$ cat src/rtl/multdiv_issue_ctrl.sv
// Issue controller for the multdiv unit: latches a MULT/DIV op, pulses the start
// strobe, stalls the pipeline until the result is ready (or the watchdog fires), then writes it back.
module multdiv_issue_ctrl #(
    parameter int RSTATUS_REG   = 30,
    parameter int MULT_EXC_CODE = 4,
    parameter int DIV_EXC_CODE  = 5,
    parameter int TIMEOUT       = 40
) (
    input  logic        clock,
    input  logic        reset_n,
    input  logic        op_valid,
    input  logic        op_is_mult,
    input  logic        op_is_div,
    input  logic [31:0] op_a,
    input  logic [31:0] op_b,
    input  logic [4:0]  op_rd,
    input  logic        flush,
    output logic        ctrl_MULT,
    output logic        ctrl_DIV,
    output logic [31:0] data_operandA,
    output logic [31:0] data_operandB,
    input  logic [31:0] data_result,
    input  logic        data_exception,
    input  logic        data_resultRDY,
    output logic        stall,
    output logic        wb_valid,
    output logic [4:0]  wb_reg,
    output logic [31:0] wb_data,
    output logic        timeout_err
);

    typedef enum logic [1:0] {IDLE, ISSUE, WAIT, DONE} state_t;

    localparam logic [4:0]  RSTATUS_IDX = 5'(RSTATUS_REG);
    localparam logic [31:0] MULT_EXC    = 32'(MULT_EXC_CODE);
    localparam logic [31:0] DIV_EXC     = 32'(DIV_EXC_CODE);
    localparam logic [7:0]  WAIT_LAST   = 8'(TIMEOUT - 1);

    state_t      state_reg;
    logic [7:0]  wait_cnt_reg;
    logic [4:0]  rd_reg;
    logic        is_div_reg;
    logic        accept;
    logic [31:0] exc_word;

    // Flush in IDLE must block acceptance, so it also keeps stall low.
    assign accept   = (state_reg == IDLE) && op_valid && (op_is_mult ^ op_is_div) && !flush;
    assign stall    = accept || (state_reg == ISSUE) || (state_reg == WAIT);
    assign exc_word = is_div_reg ? DIV_EXC : MULT_EXC;

    always_ff @(posedge clock or negedge reset_n) begin
        if (!reset_n) begin
            state_reg     <= IDLE;
            wait_cnt_reg  <= '0;
            rd_reg        <= '0;
            is_div_reg    <= 1'b0;
            data_operandA <= '0;
            data_operandB <= '0;
            ctrl_MULT     <= 1'b0;
            ctrl_DIV      <= 1'b0;
            wb_valid      <= 1'b0;
            wb_reg        <= '0;
            wb_data       <= '0;
            timeout_err   <= 1'b0;
        end else begin
            ctrl_MULT   <= 1'b0;
            ctrl_DIV    <= 1'b0;
            wb_valid    <= 1'b0;
            wb_reg      <= '0;
            wb_data     <= '0;
            timeout_err <= 1'b0;
            if (flush) begin
                state_reg <= IDLE;
            end else begin
                case (state_reg)
                    IDLE: begin
                        if (accept) begin
                            data_operandA <= op_a;
                            data_operandB <= op_b;
                            rd_reg        <= op_rd;
                            is_div_reg    <= op_is_div;
                            ctrl_MULT     <= op_is_mult;
                            ctrl_DIV      <= op_is_div;
                            state_reg     <= ISSUE;
                        end
                    end
                    ISSUE: begin
                        // RDY seen here may belong to the previous op, so it is not looked at.
                        wait_cnt_reg <= '0;
                        state_reg    <= WAIT;
                    end
                    WAIT: begin
                        wait_cnt_reg <= wait_cnt_reg + 8'd1;
                        if (data_resultRDY) begin
                            wb_valid  <= 1'b1;
                            wb_reg    <= data_exception ? RSTATUS_IDX : rd_reg;
                            wb_data   <= data_exception ? exc_word : data_result;
                            state_reg <= DONE;
                        end else if (wait_cnt_reg == WAIT_LAST) begin
                            wb_valid    <= 1'b1;
                            wb_reg      <= RSTATUS_IDX;
                            wb_data     <= exc_word;
                            timeout_err <= 1'b1;
                            state_reg   <= DONE;
                        end
                    end
                    DONE: begin
                        state_reg <= IDLE;
                    end
                    default: state_reg <= IDLE;
                endcase
            end
        end
    end

endmodule

$ cat config.mk
export PLATFORM = sky130hd
export DESIGN_NAME = multdiv_issue_ctrl
export DESIGN_NICKNAME = d
export VERILOG_FILES = /design/src/rtl/multdiv_issue_ctrl.sv
export SDC_FILE = /design/constraint.sdc
export NUM_CORES = 1
export LEC_CHECK = 0
export CAP_MARGIN = 20
export CORE_ASPECT_RATIO = 0.8
export CORE_UTILIZATION = 41
export DETAILED_ROUTE_END_ITERATION = 6
export HOLD_SLACK_MARGIN = 0.12
export MAX_ROUTING_LAYER = met4
export PLACE_DENSITY = 0.78
export SETUP_SLACK_MARGIN = 0.05
export SYNTH_ARGS = -nofsm -noshare
export SYNTH_HDL_FRONTEND = slang
export SYNTH_SLANG_ARGS = --single-unit
$ cat constraint.sdc
create_clock -name clock -period 1.9 [get_ports clock]
set_input_delay 0.38 -clock clock [delete_from_list [all_inputs] [get_ports clock]]
set_output_delay 0.38 -clock clock [all_outputs]
set_load 0.05 [all_outputs]
# --- Word-level counts from Yosys, hierarchy flattened ---
# Index checks and enable logic that the tools add are counted.
word_totals:
  register_bits: 121
  output_inout_bits: 106
  word_cells: 62
classes:
  addsub: 1
  n_eq_ne: 6
  muxes: 30
  bitwise: 2
  reduce_logical: 11
op_table:
  columns: ["operator", "n"]
  rows:
  - ["32-bit 2-to-1 mux", 4]
  - ["5-bit 2-to-1 mux", 5]
  - ["8-bit one-hot mux with 2 select lines", 1]
  - ["1-bit 2-to-1 mux", 14]
  - ["8-bit by 1-bit adder with 8-bit output, second input constant", 1]
  - ["8-bit by 6-bit == test with 1-bit output, second input constant", 1]
  - ["2-bit 2-to-1 mux", 4]
  - ["2-bit one-hot mux with 4 select lines", 1]
  - ["2-bit == test, second input constant", 2]
  - ["4-bit by 3-bit inequality test with 1-bit output, second input constant", 1]
  - ["2-bit AND reduction", 2]
  - ["1-bit logical AND", 3]
  - ["3-bit 2-to-1 mux", 1]
  - ["3-bit inequality test, second input constant", 1]
  - ["3-bit AND reduction", 1]
  - ["2-bit by 1-bit == test with 1-bit output, second input constant", 1]
  - ["2-bit zero test", 1]
  - ["1-bit logical OR", 2]
  - ["2-bit nonzero test", 1]
  - ["1-bit zero test", 1]
  - ["1-bit NOT", 1]
  - ["1-bit XOR", 1]

# --- Longest topological paths before layout ---
depth:
  depth_word: 7
  depth_mapped: 7
  depth_no_buf: 6

# --- Worst setup path before layout ---
# Ideal clock, no wire load.
synth_timing:
  kind: "register to output"
  start: "register state_reg[0]"
  end: "output stall"
  arrival_time_ps: 1476
  required_time_ps: 1520
  setup_slack_ps: 44
  path_stages_with_launch: 7
  cell_sequence: "dfrtp_1 inv_1 ha_1 and2b_1 nand3_4 buf_4 nand2_1"
synth_via:
  elab_chain_cells: 6
  word_cells_on_any_way: 8
  classes_between: "eq/ne (2); reduce/logical (6)"
synth_lines:
  columns: ["item", "line_no", "source"]
  rows:
  - ["start: declaration", "39", "state_t state_reg;"]
  - ["start signal: assignment", "53", "state_reg <= IDLE;"]
  - ["start signal: assignment", "73", "state_reg <= IDLE;"]
  - ["start signal: assignment", "84", "state_reg <= ISSUE;"]
  - ["2-bit zero test", "47", "assign accept = (state_reg == IDLE) && op_valid && (op_is_mult ^ op_is_div) && !flush;"]
  - ["1-bit logical AND (3 in a row)", "47", null]
  - ["1-bit logical OR", "48", "assign stall = accept || (state_reg == ISSUE) || (state_reg == WAIT);"]
  - ["1-bit logical OR (*)", "48", null]
  - ["end: declaration", "25", "output logic stall,"]
# Mark *: on every way between the ends. The rest lies on a longest branch, timed or not.

# --- Final worst setup path ---
# Ends and elaborated chain as after synthesis.

==> impl_metrics.yaml <==
yosys:
  synth_area_per_cell_sq_um: 15.0
  synthArstFlopShare_pct: 100
  synth_top_area_share_pct: 65.9
  synth_warnings: 0
  synth_cell_types: 34
  ys.flop_type: "dfrtp_1"
  synthTopCellsByArea: "dfrtp_1, mux2_2, and2_1"
  ys_seq_area_share_pct: 65.9
  syn_nets: 419
  synth_area_sq_um: 4590
  synth-edff-count: 0
  netlist_instances: 306
  ys_seq_elements: 121
  synth_area_leader_cell: "dfrtp_1"
finish:
  nFillCells: 795
  top_regs: "data_operandA x32, data_operandB x32, wb_data x32"
  num_antenna_cells: 0
  final_common_cell: "dfrtp_1"
  register_area_sq_um: 3030
  stdcell_area_sq_um: 7640
  multi_input_area_sq_um: 1460
  synthToLayoutAreaGrowth_pct: 66.4
  drive_gt1_share_pct: 27.9
  final_cell_mix: "dfrtp_1, clkdlybuf4s50_1, dlygate4sd2_1"
  final_nets: 663
timing:
  finalCritPeriodShare_pct: 101
  rsz0062_at_grt: "true"
  slew_viol_final: 0
  fin_ws_ns: -0.0163
  whs_ns: 0.482
  worst_slew_pin_slew_ns: 0.531
  totalNegativeSetupSlack_ns: -0.0163
  hold_violations: 0
  finalCriticalPeriod_ns: 1.92
  relSlewSlack_pct: 64.7
  fmax_mhz: 522
  setup_violations: 1
  skew_ns: 0.0101
outcome:
  failed_checks: "setup timing"
  status: "finished, violations left"
clocking:
  clock_latency_ns: 0.41
  cts_sinks: 121
  path_clk_slew_ns: 0.05
  cts_root_buf: "clkbuf_16"
  cts_made_buffers: 17
  cts_tree: "yes"
  ctsHtreeMaxLevel: 4
  clockBufferDepth: 2
floorplanning:
  core_sq_um: 10900
  dieArea_sq_um: 11600
  start_util_pct: 42.2
  die_h_um: 96.7
  die_w_um: 120
  rows: 34
  top_level_ports: 215
run:
  maxCapViolations: 0
place:
  portBuffers: 214
  dpl_cell_area_sq_um: 6980
  gp_congestion: 0.790
  hpwl_um: 8470
routing:
  wl_per_cell_um: 16.6
  routed_wl_um: 11700
  detail-route-antenna-nets: 0
  drt-initial-drc-count: 77
  vias: 3347
  first_pass_iters: 4
  vias_per_cell: 4.74
  drc: 0
setup_path:
  crit_required_ns: 1.52
  critPathLaunchType: "register"
  cp-end-kind: "primary output"
  cp.arrival_ns: 1.54
  crit_fanout: 4
  worstSetupPathType: "reg -> out"
power:
  p_leak_nw: 3.77
  power_mw: 12.9
  peakVddDrop_mv: 1.16
  p_per_area_nw_per_um2: 1690
global_route:
  grt_pass1_wl_um: 18300
  grt_overflow: 0
  antenna_found_initial: 0
  grt_max_degree: 37
  grt_pass1_vias: 3593
  track_usage_pct: 21.5
hold_path:
  hold_path_class: "reg -> reg"
[path summary, 6_finish.rpt]
| check | start | to | slack, ns | depth (start not counted) |
|---|---|---|---|---|
| worst max-delay path | state_reg[0]$_DFFE_PN0P_ | stall | -0.02 | 6 |
| worst min-delay path | rd_reg[3]$_DFFE_PN0P_ | wb_reg[3]$_DFF_PN0_ | 0.48 | 1 |
| worst max register to register | state_reg[0]$_DFFE_PN0P_ | data_operandB[7]$_DFFE_PN0P_ | 0.06 | 7 |
| worst min register to register | rd_reg[3]$_DFFE_PN0P_ | wb_reg[3]$_DFF_PN0_ | 0.48 | 1 |
| max in group asynchronous | reset_n | data_operandA[4]$_DFFE_PN0P_ | 0.85 | 3 |
| min in group asynchronous | reset_n | data_operandA[28]$_DFFE_PN0P_ | 0.50 | 2 |
[cell usage after synthesis (4+ instances only)]
cell type,count
dfrtp_1,121
mux2_2,65
and2_1,32
nand2_1,11
nor2_1,10
inv_1,6
mux2_4,6
clkbuf_8,5
o21a_1,5
ha_1,4
xor2_1,4
[worst max-delay path, stage by stage, from the launching register on]
cell and delay (ns):
dfrtp_1 0.39, inv_2 0.08, ha_4 0.15, and2b_2 0.21
nand3_4 0.09, nand2_4 0.06, buf_12 0.15
[cells by family (layout without fill, tap and decap cells)]
group	after synthesis	count (layout)	share of synthesized area, %
AOI/OAI and AO/OA	15	15	2.40
DFF	121	121	65.9
and+or+nand+nor	72	72	8.83
adders and majority gates	4	4	1.09
buffers and inverters	18	274	2.86
xor gates and xnor gates	4	4	0.763
muxes	72	72	18.1
[cell type report]
cell class / count / area share (%)
inverter: 6 / 0.295
timing repair buffer: 237 / 29.8
clock inverter: 7 / 2.10
clock buffer: 24 / 6.70
sequential: 121 / 39.6
multi-input combinational: 167 / 19.1
tap: 144 / 2.36
[stage by stage]
stage                     setup WS [ns]  utilization (%)  cells
after global routing            -0.0802             70.2    706
final                           -0.0163             70.2    706
after global placement          -0.0686             64.1    670
after CTS                       -0.0522             69.4    703
after detailed placement        -0.0995             64.1    670
after floorplan                   0.172                -    306
[power by group]
part / switching (mW) / total, mW / internal [mW]
clock network: 1.07 / 3.59 / 2.53
logic: 3.61 / 5.50 / 1.89
registers: 0.400 / 3.80 / 3.40
total: 5.08 / 12.9 / 7.82
[layer usage]
| metal | vias up | track usage (%) | part of all wire, % |
|---|---|---|---|
| met4 | 0 | 8.07 | 2.1 |
| met5 | - | - | 0 |
| li1 | 1525 | - | - |
| met1 | 1670 | 24.3 | 40 |
| met3 | 23 | 6.25 | 6.2 |
| met2 | 129 | 35.9 | 51 |
[timing repair]
item | in CTS | in global routing
gates cloned | 0 | 2
setup endpoints to repair | 85 | 52
hold buffers | 1 | 0
gates resized for setup | 86 | 6
endpoints found under the hold margin | 32 | 0
setup buffers | 1 | 1
pin swaps | 1 | 3
No activity file was read; power rests on OpenSTA's default activity.
